<file path="src/rtl/inst_fetcher.sv">
// Instruction fetcher: assembles 32-bit little-endian instructions from a byte-wide memory port.
// Latency: 5 cycles per instruction from memory (2 on a cache hit with ICACHE_EN); stall holds the instruction in DONE.
// Backpressure: stall freezes PC and output; mem_ready=0 holds the request; branch_taken overrides everything.
`ifndef addrWidth
`define addrWidth 32
`endif
`ifndef instWidth
`define instWidth 32
`endif

module inst_fetcher #(
    parameter int ICACHE_LINES = 16
) (
    input  logic                   clk,
    input  logic                   rst,
    input  logic                   stall,
    input  logic                   branch_taken,
    input  logic [`addrWidth-1:0]  branch_target,
    output logic                   mem_req,
    output logic [`addrWidth-1:0]  mem_addr,
    input  logic                   mem_ready,
    input  logic [7:0]             mem_data,
    output logic                   inst_valid,
    output logic [`instWidth-1:0]  inst_output,
    output logic [`addrWidth-1:0]  pc_output,
    output logic                   if_busy
);

    localparam logic [1:0] IDLE  = 2'd0;
    localparam logic [1:0] FETCH = 2'd1;
    localparam logic [1:0] DONE  = 2'd2;

    logic [1:0]            state_q, state_d;
    logic [`addrWidth-1:0] pc_q, pc_d;
    logic [1:0]            k_q, k_d;
    logic [`instWidth-1:0] inst_q, inst_d;
    logic                  cache_hit;
    logic [`instWidth-1:0] hit_dat;

`ifdef ICACHE_EN
    localparam int IDX_W = $clog2(ICACHE_LINES);
    localparam int TAG_W = `addrWidth - 2 - IDX_W;

    logic [`instWidth-1:0] line_dat_q [ICACHE_LINES];
    logic [TAG_W-1:0]      line_tag_q [ICACHE_LINES];
    logic [ICACHE_LINES-1:0] line_vld_q;
    logic [IDX_W-1:0]      idx;
    logic [TAG_W-1:0]      tag;
    logic                  line_fill;

    assign idx       = pc_q[IDX_W+1:2];
    assign tag       = pc_q[`addrWidth-1:IDX_W+2];
    assign cache_hit = line_vld_q[idx] && (line_tag_q[idx] == tag);
    assign hit_dat   = line_dat_q[idx];
    // Fill only on a completed miss; a branch on the last byte discards it.
    assign line_fill = (state_q == FETCH) && !cache_hit && mem_ready
                       && (k_q == 2'd3) && !branch_taken;

    always_ff @(posedge clk or negedge rst) begin
        if (!rst) begin
            line_vld_q <= '0;
        end else if (line_fill) begin
            line_vld_q[idx] <= 1'b1;
        end
    end

    always_ff @(posedge clk) begin
        if (line_fill) begin
            line_dat_q[idx] <= inst_d;
            line_tag_q[idx] <= tag;
        end
    end
`else
    assign cache_hit = 1'b0;
    assign hit_dat   = '0;
`endif

    always_comb begin
        state_d = state_q;
        pc_d    = pc_q;
        k_d     = k_q;
        inst_d  = inst_q;
        if (branch_taken) begin
            state_d = FETCH;
            pc_d    = branch_target & {{(`addrWidth-2){1'b1}}, 2'b00};
            k_d     = 2'd0;
        end else begin
            case (state_q)
                IDLE: begin
                    if (!stall) begin
                        state_d = FETCH;
                        k_d     = 2'd0;
                    end
                end
                FETCH: begin
                    if (cache_hit) begin
                        inst_d  = hit_dat;
                        state_d = DONE;
                    end else if (mem_ready) begin
                        inst_d[{k_q, 3'b000} +: 8] = mem_data;
                        k_d = k_q + 2'd1;
                        if (k_q == 2'd3) begin
                            state_d = DONE;
                        end
                    end
                end
                DONE: begin
                    if (!stall) begin
                        pc_d    = pc_q + `addrWidth'(4);
                        state_d = FETCH;
                        k_d     = 2'd0;
                    end
                end
                default: state_d = IDLE;
            endcase
        end
    end

    always_ff @(posedge clk or negedge rst) begin
        if (!rst) begin
            state_q <= IDLE;
            pc_q    <= '0;
            k_q     <= 2'd0;
            inst_q  <= '0;
        end else begin
            state_q <= state_d;
            pc_q    <= pc_d;
            k_q     <= k_d;
            inst_q  <= inst_d;
        end
    end

    assign mem_req     = (state_q == FETCH) && !cache_hit;
    assign mem_addr    = pc_q + `addrWidth'(k_q);
    assign inst_valid  = (state_q == DONE);
    assign inst_output = inst_q;
    assign pc_output   = pc_q;
    assign if_busy     = (state_q != DONE);

endmodule

</file>
<file path="config.mk">
export PLATFORM = sky130hd
export DESIGN_NAME = inst_fetcher
export DESIGN_NICKNAME = d
export VERILOG_FILES = /design/src/rtl/inst_fetcher.sv
export SDC_FILE = /design/constraint.sdc
export NUM_CORES = 1
export LEC_CHECK = 0
export CAP_MARGIN = 0
export CELL_PAD_IN_SITES_DETAIL_PLACEMENT = 0
export CELL_PAD_IN_SITES_GLOBAL_PLACEMENT = 1
export CORE_ASPECT_RATIO = 0.9
export CORE_MARGIN = 1
export CORE_UTILIZATION = 28
export DETAILED_ROUTE_END_ITERATION = 12
export GPL_ROUTABILITY_DRIVEN = 0
export HOLD_SLACK_MARGIN = 0.02
export PLACE_DENSITY_LB_ADDON = 0.1
export SYNTH_ARGS = -nofsm -noshare
export SYNTH_HDL_FRONTEND = slang
export SYNTH_SLANG_ARGS = --single-unit
</file>
<file path="constraint.sdc">
create_clock -name clk -period 2 [get_ports clk]
set_input_delay 0.2 -clock clk [delete_from_list [all_inputs] [get_ports clk]]
set_output_delay 0.2 -clock clk [all_outputs]
set_load 0.03 [all_outputs]
</file>
==> impl_results.md, run 1 <==
- Outcome: complete, no violations
- Mapped Cells: 410
- Die area: between 10000 and 15000 µm²
- R2r worst-path depth: 4
- Iter 0 DRT Violations: ~150
- Hold Vio Cnt, Final: 0
- Total number of vias: approximately 3500
- Max VDD drop: 412.0 µV
- Internal power: around 0.0028 W
- Setup Skew: roughly 2.7 ps
- Die W: 119.9 µm
- Initial antenna violation count: 0
- Starting density of the core: approximately 29%
- Post-synth EDFFs: 0
- Synth cell types: 43
- Gr ovfl total: 0
- Setup CP Type: flop to flop
- Worst flop-to-flop path startpoint: pc_output[5]$_DFFE_PN0N_
- RSZ-0062 raised after global routing: yes
- Clock tree from TritonCTS: done
- Io pins: about 140
- Ys async rst share: 100.0%
- Antenna cells: 0
- CP Launch Type: flop
- Core Region: 12120 µm²
- Warnings, synthesis: 0
- Total Routing Usage GR: between 10% and 20%
- Number of routed nets with antenna violations: 0
- Seq/Total Area, Yosys: 47.18%
- Tot Pwr: a little over 0.004 W
- Clk network pwr share: between 30% and 40%
- Fillers: 1215
- Post-Syn Area: approximately 3500 µm²
- CP endpoint kind: flop
- DIE HEIGHT: about 110 µm
- Register share of total power: 37.1%
- Total negative slack: 0 ps
- Worst-path clk slew: around 60 ps
- Gate power share: between 20% and 30%
- Period minus WS final: around 2000 ps
- Sw Pwr: between 0.001 and 0.0015 W
- Power Dens Cells: ~740 nW/µm²
- Inserted Clock Buffers: 9
- Min-Delay Path Class: input pin to async pin
- Post-detail-place hpwl: around 8.0 mm
- Largest net degree at the start of global routing: 39
- Vias in the first global route: ~3300
- Post-Route WL: 11.12 mm
- Max-slew violation count: 0
- Avg WL per Cell: around 15 µm
- Max cap viols: 0
- R2R Path End: pc_output[31]$_DFFE_PN0N_
- P&R area growth vs syn: 58.18%
- Syn avg cell area: between 8 and 9 µm²
- Flop2flop setup slack: 20 ps
- Worst Path Required: 2250 ps
- Period utilization: 98.78%
- Flops & latches, synth: 66
- Clock Latency Late Sink: approximately 330 ps
- DRT Pass-1 Iters: 4
- Row cnt: 38
- H-Tree Depth: 3
- Ys flop type: dfrtp_1
- Clk root buf: clkbuf_16
- Vias per cell: 4.847
- Nets@finish: just over 600
- Fraction of layout instances using a drive strength above 1: 12.59%
- Worst path arrival time: 2230 ps
- Port-buffer cells: roughly 140
- Setup-failing EPs final: 0
- Leakage Power: 2.198 nW
- Sink Count: 66
- Fmax achieved: approximately 510 MHz
- Clock Tree Buf Depth: 2
- Sw Ratio: about a third
- First-pass GRT wire length: between 15 and 20 mm
- Crit Path Max Fanout: 12
- DRC viols: 0
## cell usage after synthesis (8+ instances only)
| cell type | number | area [µm²] |
|---|---|---|
| nand3_1 | 13 | 65.06 |
| a31oi_1 | 11 | 68.82 |
| dfrtp_1 | 66 | 1652 |
| nand2_1 | 98 | 367.9 |
| nor2_1 | 15 | 56.30 |
| xnor2_1 | 9 | 78.83 |
| clkbuf_1 | 42 | 157.7 |
| o21ai_0 | 50 | 250.2 |
| nor4_1 | 8 | 50.05 |
| or4_1 | 8 | 60.06 |
## flip-flops by register name (all words and copies together), names as in the netlist
signal	cells
inst_output	32
pc_output	30
k_q	2
state_q	2
## how the worst max path moves through the flow
stage | start | end | slack (ps)
detailed placement | stall | pc_output[31]$_DFFE_PN0N_ | -80
global placement | stall | pc_output[31]$_DFFE_PN0N_ | -50
global route | pc_output[4]$_DFFE_PN0N_ | pc_output[31]$_DFFE_PN0N_ | -30
CTS | pc_output[5]$_DFFE_PN0N_ | pc_output[31]$_DFFE_PN0N_ | 20
finish | pc_output[5]$_DFFE_PN0N_ | pc_output[31]$_DFFE_PN0N_ | 20
floorplan | pc_output[5]$_DFFE_PN0N_ | pc_output[29]$_DFFE_PN0N_ | -40
## per-layer routing
layer  up-vias  global-route usage (%)  routed length (µm)
li1       1717                       -                   -
met1      1667                   23.88                5387
met2       113                   26.63                4976
met3        12                   4.061                 637
met4         0                   5.625                 123
met5         -                       0                   0
## repair_timing
| item | in CTS | in global routing |
|---|---|---|
| pin swaps | 0 | 3 |
| buffers inserted | 0 | 1 |
| gates cloned | 0 | 1 |
| setup endpoints to repair | 2 | 9 |
| hold buffers | 1 | 0 |
| resized for setup | 2 | 3 |
| endpoints found under the hold margin | 13 | 0 |
## worst max-delay path: stages, from the launching register on
cell and delay, ps:
dfrtp_2 390, nand4_4 140, or4_4 660, or4_4 540, a31oi_1 170
## logic make-up (layout without fill, tap and decap cells)
| kind of cell | count (synthesis) | in the layout | share of synthesized area (%) |
|---|---|---|---|
| DFF | 66 | 66 | 47.18 |
| and+or+nand+nor | 188 | 189 | 26.80 |
| AOI/OAI and AO/OA | 81 | 81 | 13.51 |
| other | 1 | 2 | 0.1071 |
| muxes | 2 | 2 | 0.6076 |
| buffers and inverters | 52 | 204 | 6.040 |
| xor gates and xnor gates | 13 | 13 | 3.252 |
| adders and majority gates | 7 | 7 | 2.502 |
## power by group through the flow
stage	Clock (W)	Combinational (W)	Sequential (W)
after floorplan	0	0.000364	0.00176
after CTS	0.00148	0.00115	0.00152
final	0.00144	0.00114	0.00152
after detailed placement	0	0.00114	0.00155
after global placement	0	0.00114	0.00154
after global routing	0.00153	0.00122	0.00154
## layout make-up
type | instances | area [µm²] | area share (%)
clock buffers | 13 | 250.2 | 4.519
multi-input cells | 294 | 1665 | 30.07
well taps | 160 | 200.2 | 3.615
flip-flops and latches | 66 | 1660 | 29.98
inverters | 6 | 22.52 | 0.4067
repair buffers | 182 | 1724 | 31.13
clock inverters | 3 | 15.01 | 0.2711
## cell usage in the layout, fill, tap and decap left out, types with 5 or more instances in the layout
| cell | n |
|---|---|
| nor2_1 | 15 |
| and3_1 | 7 |
| nor4_1 | 8 |
| xnor2_1 | 9 |
| nand2b_1 | 5 |
| buf_4 | 41 |
| dfrtp_2 | 7 |
| a31oi_1 | 11 |
| nand2_1 | 98 |
| dfrtp_1 | 59 |
| clkdlybuf4s50_1 | 135 |
| o31ai_1 | 7 |
| o21ai_0 | 50 |
| ha_1 | 7 |
| nand4_1 | 7 |
| inv_1 | 5 |
| clkbuf_16 | 9 |
| o31a_1 | 6 |
| or4_1 | 7 |
| nand3_1 | 13 |
## metrics by stage
stage	worst slack [ps]	util, %	cell area [µm²]	hold WS (ps)	instances
2_1_floorplan	-35.02	-	3522	-95.59	411
5_1_grt	-33.93	45.68	5538	369.1	724
3_3_place_gp	-49.75	43.22	5240	147.1	705
3_5_place_dp	-81.37	43.22	5240	150.0	705
6_report	24.33	45.68	5538	344.2	724
4_1_cts	19.11	45.47	5513	348.2	722
Power figures use the tool's default switching activity.
==> run 2, diff against run 1 <==
PLACE_DENSITY_LB_ADDON = 0.12   (was 0.1)
==> run 2 against run 1 <==
Net effect:
- via count fell by 2.3%
- register-to-register slack better by 20 ps
- combinational power about the same
- clock power is 12% higher
- design area increased by 0.34%
- largest cell class unchanged
- largest power group is now the clock network
- highest routed layer unchanged
==> impl_results.md, run 2 (synthesized netlist as in run 1, its figures left out) <==
- Outcome: complete, no violations
- First-pass GRT wire length: 17.67 mm (+1.7%)
- Period utilization: 97.89% (-0.89 points)
- Clk root buf: clkbuf_16
- Inserted Clock Buffers: 9 (unchanged)
- Period minus WS final: 1958 ps (-17.88 ps)
- Core Region: 12120 µm² (unchanged)
- Vias per cell: 4.755 (-1.9%)
- Post-Route WL: 11.08 mm (-0.42%)
- Vias in the first global route: 3314 (-0.39%)
- Clk network pwr share: 37.9% (+2.8 points)
- DIE HEIGHT: 108.1 µm (unchanged)
- Setup Skew: 3.329 ps (+0.5911 ps)
- Die W: 119.9 µm (unchanged)
- Slowest stage delay, CP: 610 ps (-50 ps)
- Starting density of the core: 28.88% (unchanged)
- Number of routed nets with antenna violations: 0 (unchanged)
- Final Core Density: 45.83% (+0.15 points)
- DRC viols: 0 (unchanged)
- Crit Path Max Fanout: 9 (-3)
- Fraction of layout instances using a drive strength above 1: 12.30% (-0.29 points)
- Fillers: 1201 (-1.2%)
- Post-detail-place hpwl: 7.965 mm (-0.26%)
- DRT Pass-1 Iters: 4 (unchanged)
- Most frequent cells in the layout: clkdlybuf4s50_1, nand2_1, dfrtp_1, o21ai_0, buf_4
- Final worst slack: 42.20 ps (+17.88 ps)
- CP endpoint kind: flop
- Clock tree from TritonCTS: done
- Clock Latency Late Sink: 340 ps (about the same)
- Reg area: 1660 µm² (unchanged)
- Port-buffer cells: 139 (unchanged)
- Leakage Power: 2.195 nW (-0.14%)
- H-Tree Depth: 3 (unchanged)
- Total Routing Usage GR: 17.89% (+0.59 points)
- Max VDD drop: 330.3 µV (-20%)
- CP max-delay cell: or4_4
- Antenna cells: 0 (unchanged)
- Worst-path clk slew: 50 ps (about the same)
- Worst Path Required: 2220 ps (-30 ps)
- Max-slew violation count: 0 (unchanged)
- Setup CP Type: flop to flop
- Max cap viols: 0 (unchanged)
- Internal power: 0.002955 W (+5.6%)
- Multi-input gate area: 1662 µm² (-0.23%)
- Gate power share: 26.5% (-1.2 points)
- Fmax achieved: 510.8 MHz (+0.91%)
- Setup-failing EPs final: 0 (unchanged)
- Row cnt: 38 (unchanged)
- Largest register FFs: 32 (unchanged)
- Crit-path cells: nand4_4, or4_4, buf_6, o31a_1, o31a_1
- Nets@finish: 608 (-0.49%)
- Largest net degree at the start of global routing: 67 (+72%)
- Register share of total power: 35.7% (-1.4 points)
- CP dominant cell by count: o31a_1
- Io pins: 144 (unchanged)
- Min-Delay Path Class: input pin to flop
- Die area: 12960 µm² (unchanged)
- Sw Ratio: 30.81% (-0.97 points)
- P&R area growth vs syn: 58.72%
- Power Dens Cells: 768.7 nW/µm² (+3.8%)
- CP Launch Type: flop
- Clock Tree Buf Depth: 2 (unchanged)
- Sink Count: 66 (unchanged)
- Sw Pwr: 0.001316 W (+0.98%)
- Avg WL per Cell: 15.36 µm (about the same)
- Iter 0 DRT Violations: 211 (+39%)
- RSZ-0062 raised after global routing: yes
- Initial antenna violation count: 0 (unchanged)
- Hold Vio Cnt, Final: 0 (unchanged)
- Worst path arrival time: 2180 ps (-50 ps)
- Gr ovfl total: 0 (unchanged)
- Dpl ws: -63.04 ps (+18.33 ps)
- Most common cell after layout, fill and taps aside: clkdlybuf4s50_1
- Total number of vias: 3428 (-2.3%)
==> run 2: changes by cell type in the layout (fill, tap and decap cells not counted), sizes merged <==
cell / previous run / this run
buf: 43 / 40
bufinv: 0 / 1
clkbuf: 13 / 12
clkinv: 4 / 2
clkinvlp: 0 / 2
==> run 2: per-layer routing <==
layer  global-route usage [%]  part of all wire (%)  up-vias
li1                         -                     -     1712
met1                    23.85                    48     1611
met2                    28.16                    45       94
met3                    3.534                   5.1       11
met4                    7.857                   1.5        0
met5                        0                     0        -
==> run 2: worst max-delay path, delay by kind of cell (launching register included) <==
| family | cells | cell delay, ps |
|---|---|---|
| DFF | 1 | 380 |
| AOI/OAI and AO/OA | 2 | 530 |
| buffers and inverters | 1 | 160 |
| and+or+nand+nor | 2 | 760 |
==> run 2: path summary, 6_finish.rpt <==
kind                                            startpoint                    endpoint  slack (ps)  cells after the start
worst min register to register  inst_output[6]$_DFFE_PN0P_  inst_output[6]$_DFFE_PN0P_         470                      2
worst max-delay path              pc_output[5]$_DFFE_PN0N_   pc_output[30]$_DFFE_PN0N_          40                      5
max in group asynchronous                              rst   pc_output[12]$_DFFE_PN0N_        1270                      3
min in group asynchronous                              rst  inst_output[6]$_DFFE_PN0P_         430                      3
worst max register to register    pc_output[5]$_DFFE_PN0N_   pc_output[30]$_DFFE_PN0N_          40                      5
worst min-delay path                      branch_target[8]    pc_output[8]$_DFFE_PN0N_         420                      3
==> run 2: final cells by class <==
class | count | share of cell area (%)
inverters | 6 | 0.4053
clock buffers | 12 | 4.616
clock inverters | 4 | 0.9007
well taps | 160 | 3.603
repair buffers | 179 | 30.69
flip-flops and latches | 66 | 29.88
multi-input cells | 294 | 29.90
==> run 2: power groups by stage <==
| stage | Clock, W | Sequential [W] | Combinational, W |
|---|---|---|---|
| global placement | 0 | 0.00154 | 0.00113 |
| detailed placement | 0 | 0.00155 | 0.00113 |
| floorplan | 0 | 0.00176 | 0.000364 |
| global route | 0.00173 | 0.00154 | 0.00121 |
| finish | 0.00162 | 0.00152 | 0.00113 |
| CTS | 0.00166 | 0.00153 | 0.00114 |
==> run 2: per-stage QoR <==
step,TNS [ps],cells,power [W],instance area (µm²),hold WS [ps]
global route,-7.332,721,0.004479,5557,428.6
global placement,-48.57,702,0.002672,5218,258.2
floorplan,-48.51,411,0.002124,3522,-95.59
finish,0,721,0.004271,5557,422.1
CTS,-15.75,720,0.004333,5540,415.2
detailed placement,-67.40,702,0.002684,5218,260.7
==> run 2: what timing repair did <==
action	CTS	global route
endpoints found under the setup margin	3	8
hold endpoints to repair	66	0
gates cloned	1	0
buffers inserted	0	1
hold buffers	1	0
resized for setup	2	3
pin swaps	1	2
